`src/rtl/rv32im_bus_arbiter.sv`:
```
`default_nettype none
// ============================================================================
// Module   : rv32im_bus_arbiter
// Purpose  : Two-master (fetch, load/store) to one-slave Wishbone arbiter.
//            It has a registered grant and a bus-timeout watchdog.
//            Define RV32IM_ARB_ROUND_ROBIN_EN for round-robin arbitration.
// Revision : 1.0 - initial release
// ============================================================================
module rv32im_bus_arbiter #(
    parameter int XLEN    = 32,
    parameter int TIMEOUT = 255
) (
    input  logic            clk_i,
    input  logic            reset_i,
    input  logic [XLEN-3:0] m0_adr_i,
    input  logic            m0_stb_i,
    output logic [XLEN-1:0] m0_dat_o,
    output logic            m0_ack_o,
    output logic            m0_err_o,
    input  logic [XLEN-3:0] m1_adr_i,
    input  logic [XLEN-1:0] m1_dat_i,
    input  logic            m1_we_i,
    input  logic [3:0]      m1_sel_i,
    input  logic            m1_stb_i,
    output logic [XLEN-1:0] m1_dat_o,
    output logic            m1_ack_o,
    output logic            m1_err_o,
    output logic [XLEN-3:0] s_adr_o,
    output logic [XLEN-1:0] s_dat_o,
    output logic            s_we_o,
    output logic [3:0]      s_sel_o,
    output logic            s_stb_o,
    input  logic [XLEN-1:0] s_dat_i,
    input  logic            s_ack_i,
    input  logic            s_err_i,
    output logic [1:0]      grant_o
);

    localparam logic [1:0] c_IDLE    = 2'd0;
    localparam logic [1:0] c_OWN_M0  = 2'd1;
    localparam logic [1:0] c_OWN_M1  = 2'd2;
    localparam logic [1:0] c_RELEASE = 2'd3;

    localparam int              c_TW    = (TIMEOUT > 0) ? $clog2(TIMEOUT + 1) : 1;
    localparam logic [c_TW-1:0] c_TLAST = c_TW'((TIMEOUT > 0) ? (TIMEOUT - 1) : 0);
    localparam logic [c_TW-1:0] c_TMAX  = c_TW'(TIMEOUT);

    logic [1:0]      r_state;
    logic [c_TW-1:0] r_timer;
    logic            w_own0;
    logic            w_own1;
    logic            w_owned;
    logic            w_stb;
    logic            w_timeout;
    logic            w_pick_m1;

    assign w_own0  = (r_state == c_OWN_M0);
    assign w_own1  = (r_state == c_OWN_M1);
    assign w_owned = w_own0 | w_own1;
    assign w_stb   = (w_own0 & m0_stb_i) | (w_own1 & m1_stb_i);

    // A real ack/err on the last allowed cycle wins over the forced error.
    generate
        if (TIMEOUT > 0) begin : g_wdog
            assign w_timeout = w_owned && (r_timer == c_TLAST) && !s_ack_i && !s_err_i;
        end else begin : g_no_wdog
            assign w_timeout = 1'b0;
        end
    endgenerate

`ifdef RV32IM_ARB_ROUND_ROBIN_EN
    logic r_last_m1;

    assign w_pick_m1 = m1_stb_i && (!m0_stb_i || !r_last_m1);

    always_ff @(posedge clk_i or posedge reset_i) begin
        if (reset_i) begin
            r_last_m1 <= 1'b0;
        end else if ((r_state == c_IDLE) && (m0_stb_i || m1_stb_i)) begin
            r_last_m1 <= w_pick_m1;
        end
    end
`else
    assign w_pick_m1 = m1_stb_i;
`endif

    always_ff @(posedge clk_i or posedge reset_i) begin
        if (reset_i) begin
            r_state <= c_IDLE;
            r_timer <= '0;
        end else begin
            case (r_state)
                c_IDLE: begin
                    r_timer <= '0;
                    if (w_pick_m1) begin
                        r_state <= c_OWN_M1;
                    end else if (m0_stb_i) begin
                        r_state <= c_OWN_M0;
                    end
                end
                c_OWN_M0, c_OWN_M1: begin
                    if (!w_stb || s_ack_i || s_err_i || w_timeout) begin
                        r_state <= c_RELEASE;
                    end else if (r_timer != c_TMAX) begin
                        r_timer <= r_timer + 1'b1;
                    end
                end
                default: begin
                    r_state <= c_IDLE;
                end
            endcase
        end
    end

    // The fetch port is read-only: full-word reads, no write data.
    assign s_stb_o  = w_stb;
    assign s_adr_o  = w_own0 ? m0_adr_i : (w_own1 ? m1_adr_i : '0);
    assign s_we_o   = w_own1 & m1_we_i;
    assign s_sel_o  = w_own0 ? 4'hF : (w_own1 ? m1_sel_i : 4'h0);
    assign s_dat_o  = w_own1 ? m1_dat_i : '0;

    assign m0_dat_o = s_dat_i;
    assign m1_dat_o = s_dat_i;
    assign m0_ack_o = w_own0 & s_ack_i;
    assign m0_err_o = w_own0 & (s_err_i | w_timeout);
    assign m1_ack_o = w_own1 & s_ack_i;
    assign m1_err_o = w_own1 & (s_err_i | w_timeout);
    assign grant_o  = {w_own1, w_own0};

endmodule
`default_nettype wire

```
`config.mk`:
```
export PLATFORM = sky130hd
export DESIGN_NAME = rv32im_bus_arbiter
export DESIGN_NICKNAME = d
export VERILOG_FILES = /design/src/rtl/rv32im_bus_arbiter.sv
export SDC_FILE = /design/constraint.sdc
export NUM_CORES = 1
export LEC_CHECK = 0
export CAP_MARGIN = 5
export CORE_AREA = 3 3 105 107
export CTS_BUF_LIST = sky130_fd_sc_hd__clkbuf_8 sky130_fd_sc_hd__clkbuf_16
export CTS_CLUSTER_SIZE = 28
export DETAILED_ROUTE_END_ITERATION = 12
export DIE_AREA = 0 0 108 110
export PLACE_DENSITY = 0.75
export SYNTH_ARGS = -nofsm -noshare
export SYNTH_HDL_FRONTEND = slang
export SYNTH_SLANG_ARGS = --single-unit
```
`constraint.sdc`:
```
create_clock -name clk_i -period 3.42 [get_ports clk_i]
set_input_delay 0.684 -clock clk_i [delete_from_list [all_inputs] [get_ports clk_i]]
set_output_delay 0.684 -clock clk_i [all_outputs]
set_load 0.005 [all_outputs]
```
After elaboration in Yosys (flattened, before gate mapping)
Cells that the tools add are included.
W data, S select, Z words.
- flip-flop bits (word level): 10
- bits of input ports: 135
- logic and storage cells: 47
- bitwise gates (word level): 10
- reductions and logical operators: 14
- muxes and demuxes: 12
- $add $sub $neg: 1
- equality and inequality tests: 8
- operator list (operator ; number):
    $mux W30 ; 2
    $mux W32 ; 1
    $mux W8 ; 2
    $pmux W8 S2 ; 1
    $add A8 B1 Y8 const B ; 1
    $eq A8 B8 Y1 const B ; 1
    $mux W4 ; 2
    $ne A8 B8 Y1 const B ; 1
    $and A1 B1 Y1 ; 7
    $mux W2 ; 3
    $ne A2 B2 Y1 const B ; 3
    $pmux W2 S2 ; 1
    $logic_and A1 B1 Y1 ; 3
    $logic_not A1 Y1 ; 3
    $logic_or A1 B1 Y1 ; 3
    $ne A3 B3 Y1 const B ; 1
    $or A1 B1 Y1 ; 3
    $reduce_and A3 Y1 ; 1
    $eq A2 B1 Y1 const B ; 1
    $eq A2 B2 Y1 const B ; 1
    $logic_not A2 Y1 ; 1
    $reduce_and A2 Y1 ; 1
    $reduce_bool A2 Y1 ; 1
    $reduce_or A2 Y1 ; 1

Logic depth before layout (Yosys ltp)
- word-level depth: 9
- gate-level depth with buffers: 6
- depth with buffers taken out: 6

Least setup slack after synthesis
OpenSTA, ideal clock, no wires.
- path kind: flip-flop to output port
- from: reg r_state[1]
- to: out s_adr_o[0]
- arrival time: 1.443 ns
- required time: 2.736 ns
- setup slack: 1.293 ns
- stages on the path, launching flop included: 7
- path through: dfrtp_1 -> inv_1 -> ha_1 -> clkbuf_1 -> nor2b_1 -> clkbuf_1 -> a22o_1
- RTL lines (item ; line ; RTL):
    start: declaration ; 48 ; logic [1:0] r_state;
    start signal: assignment ; 89 ; r_state <= c_IDLE;
    start signal: assignment ; 96 ; r_state <= c_OWN_M1;
    start signal: assignment ; 98 ; r_state <= c_OWN_M0;
    $eq A2 B1 Y1 ; 57 ; assign w_own0 = (r_state == c_OWN_M0);
    net w_own0 ; 50 ; logic w_own0;
    $mux W30 ; 117 ; assign s_adr_o = w_own0 ? m0_adr_i : (w_own1 ? m1_adr_i : '0);
    end: declaration ; 28 ; output logic [XLEN-3:0] s_adr_o,
The timed path passes the listed nets, and every way through them passes these cells.

Worst setup path in the final report
- from: reg r_state[1]
- to: out s_adr_o[6]
- word-level cells in the longest chain between the ends: 3
- ends and longest elaborated chain (item ; line ; RTL):
    $eq A2 B2 Y1 ; 58 ; assign w_own1 = (r_state == c_OWN_M1);
    $mux W30 ; 117 ;
    $mux W30 (*) ; 117 ;
Every way passes the cells marked *; elsewhere a longest branch is shown, timed or not.

==> results.cfg <==
[run_status]
status = completed

[floorplan]
initial_core_util_pct = 17.40
io_pins = 273
dieArea_mm2 = 0.01188
die-height_um = 110
die_x_um = 108
placementRows = 37
core_mm2 = 0.01023

[grt]
grt_pass1_vias = 1995
grt_antenna_before_repair = 0
grt_pass1_wl_mm = 10.52
grt_start_max_net_pins = 42
grt_overflow = 0
grt_usage_pct = 11.25

[final_layout]
multi_input_area_um2 = 969.7
n_fill_cell = 1068
diodes = 0
final_core_util_pct = 31.72
drive_gt1_share_pct = 2.994
syn2layout_area_growth_pct = 82.29
regArea_um2 = 250.2
nets = 477

[power_and_ir_drop]
total_power_uw = 1900
pwr-share-comb_pct = 85.0
cell_internal_pwr_uw = 1189
p_switching_uw = 710.7
seq_power_share_pct = 8.5
p_sw_share_pct = 37.41
p_leak_uw = 0.001252
pwr-share-clk_pct = 6.5
power.density_mw_per_mm2 = 585.4
peakVddDrop_mv = 0.4341

[synthesis]
ys.flop_type = dfrtp_1
synthCells = 229
synth_most_common_cell = buf_4
netlist_area_mm2 = 0.001780
synth_area_leaders = buf_4 (28%), a22o_1 (15%), dfrtp_1 (14%)
ys_ff_latch = 10
ys_async_sr_fraction_pct = 100.0
synth_edf_count = 0
ys_types = 34
synthTopCellsByCount = buf_4 (66), and2_1 (35), a22o_1 (31)
syn-num-nets = 370
synth_area_per_cell_um2 = 7.775
ys_warn_count = 0
yosysSeqAreaShare_pct = 14.05
synth_top_area_share_pct = 27.83
yosysTopAreaCell = buf_4

[sta]
max_slew.worst_pin.slew_ns = 0.8341
maxSlewHeadroom_pct = 44.06
finalCriticalPeriod_ns = 3.017
setup_violations = 0
grt_setup_unrepaired = false
clock_skew_ns = 0.005666
fin_ws_ns = 0.4028
fin_tns_setup_ns = 0
slew_viol_final = 0
fmax_mhz = 331.4
hold_viol = 0
period_share_pct = 88.22
hold-worst-slack_ns = 0.5800

[place]
dp_hpwl_mm = 6.319
place_ws_ns = 0.5287
portBuffers = 176
gp_congestion = 0.8108

[worst_hold_path]
hp-class = flop to flop
holdPathStages = 1

[clock_network]
clock_sinks = 10
numCtsBuffers = 3
cts_tree = yes
cts_resized = 0
clock_latency_ns = 0.24
cts_root_buf = clkbuf_8
clk_path_buf_depth = 2
path_clk_slew_ns = 0.04
h-tree-depth = 1
postCtsHoldBufs = 0
cts_setup_buffers = 0

[route]
dr_total_vias = 2021
dr.first_iter.drc_count = 89
viasPerCell = 4.300
wire_per_inst_um = 16.40
drtAntennaViolNets = 0
drt-total-wl_mm = 7.708
drc = 0
dr.pass1.iters = 4

[critical_path]
cp_data_arrival_time_ns = 2.33
crit_path_max_fanout = 30
crit_type = flop to primary output
crit_required_ns = 2.74
reg2reg_depth = 6
start_kind = flop
critPathCaptureType = primary output

[run]
drv_cap = 0
## critical path, stage by stage, from the launching register on
cell	delay [ns]
dfrtp_1	0.39
inv_1	0.09
ha_1	0.27
buf_4	0.20
nor2b_2	0.10
buf_4	0.31
a22o_1	0.19
clkdlybuf4s50_1	0.53
## path summary, 6_finish.rpt
check	end	startpoint	slack [ns]
max in group asynchronous	r_timer[5]	reset_i	2.41
max	s_adr_o[6]	r_state[1]	0.40
min reg2reg	r_state[1]	r_state[1]	0.58
min	r_state[1]	r_state[1]	0.58
min in group asynchronous	r_timer[4]	reset_i	0.73
max reg2reg	r_timer[5]	r_state[1]	1.00
## stage by stage
step | area (um^2) | instances
2_1_floorplan | 1780 | 229
3_3_place_gp | 3204 | 467
3_5_place_dp | 3204 | 467
4_1_cts | 3246 | 470
5_1_grt | 3246 | 470
6_report | 3246 | 470
## routing by layer
metal	vias up	share of wire [%]	track usage (%)
met4	0	1.9	4.058
met5	-	0	0
li1	945	-	-
met1	918	37	12.70
met2	142	49	20.29
met3	16	11	3.087
## cell families (layout without fill, tap and decap cells)
logic type	count (synthesis)	count (layout)	share of synthesized area [%]
and+or+nand+nor	70	70	23.33
buffers and inverters	84	189	31.62
DFF	10	10	14.05
AOI/OAI and AO/OA	55	55	24.24
adders and majority gates	6	6	4.216
muxes	4	4	2.530
## power groups by stage
stage | sequential (uW) | combinational, uW | clock (uW)
after CTS | 161 | 1640 | 125
after floorplan | 157 | 756 | 0
after global placement | 161 | 1600 | 0
after global routing | 165 | 1760 | 131
after detailed placement | 163 | 1630 | 0
final | 161 | 1620 | 123
## cells in the final DEF (no fill, tap or decap)
master / Yosys / final
o211ai_1: 2 / 2
clkbuf_8: 0 / 3
nand3b_1: 1 / 1
nand3_2: 1 / 1
nor2_1: 5 / 5
o311ai_0: 1 / 1
a41o_1: 1 / 1
or4b_1: 2 / 2
a21oi_1: 4 / 4
nand2b_1: 3 / 3
nand2_1: 6 / 6
nor2b_1: 5 / 4
a31oi_1: 2 / 2
a211oi_1: 1 / 1
nor2b_2: 0 / 1
o41ai_1: 1 / 1
and4_1: 1 / 1
nor3_1: 2 / 2
inv_1: 6 / 6
ha_1: 6 / 6
dfrtp_1: 10 / 10
clkdlybuf4s50_1: 0 / 176
nor4_1: 1 / 1
nand3_1: 6 / 6
o21ai_1: 1 / 1
mux2i_1: 3 / 3
o311ai_1: 2 / 2
or2_1: 1 / 1
buf_4: 66 / 4
and3_1: 1 / 1
a21o_1: 4 / 4
o21ai_0: 5 / 5
a22o_1: 31 / 31
mux2_4: 1 / 1
and2_1: 35 / 35
## sequential cells by signal, indices dropped and copies added (netlist names)
| signal | count |
|---|---|
| r_timer | 8 |
| r_state | 2 |
## final cells by class
type / instances / area share [%]
Timing Repair Buffer: 180 / 55.20
Multi-Input combinational cell: 135 / 29.88
Sequential cell: 10 / 7.710
Tap cell: 136 / 5.243
Clock buffer: 3 / 1.272
Inverter: 6 / 0.6939
Power figures use the tool's default switching activity.
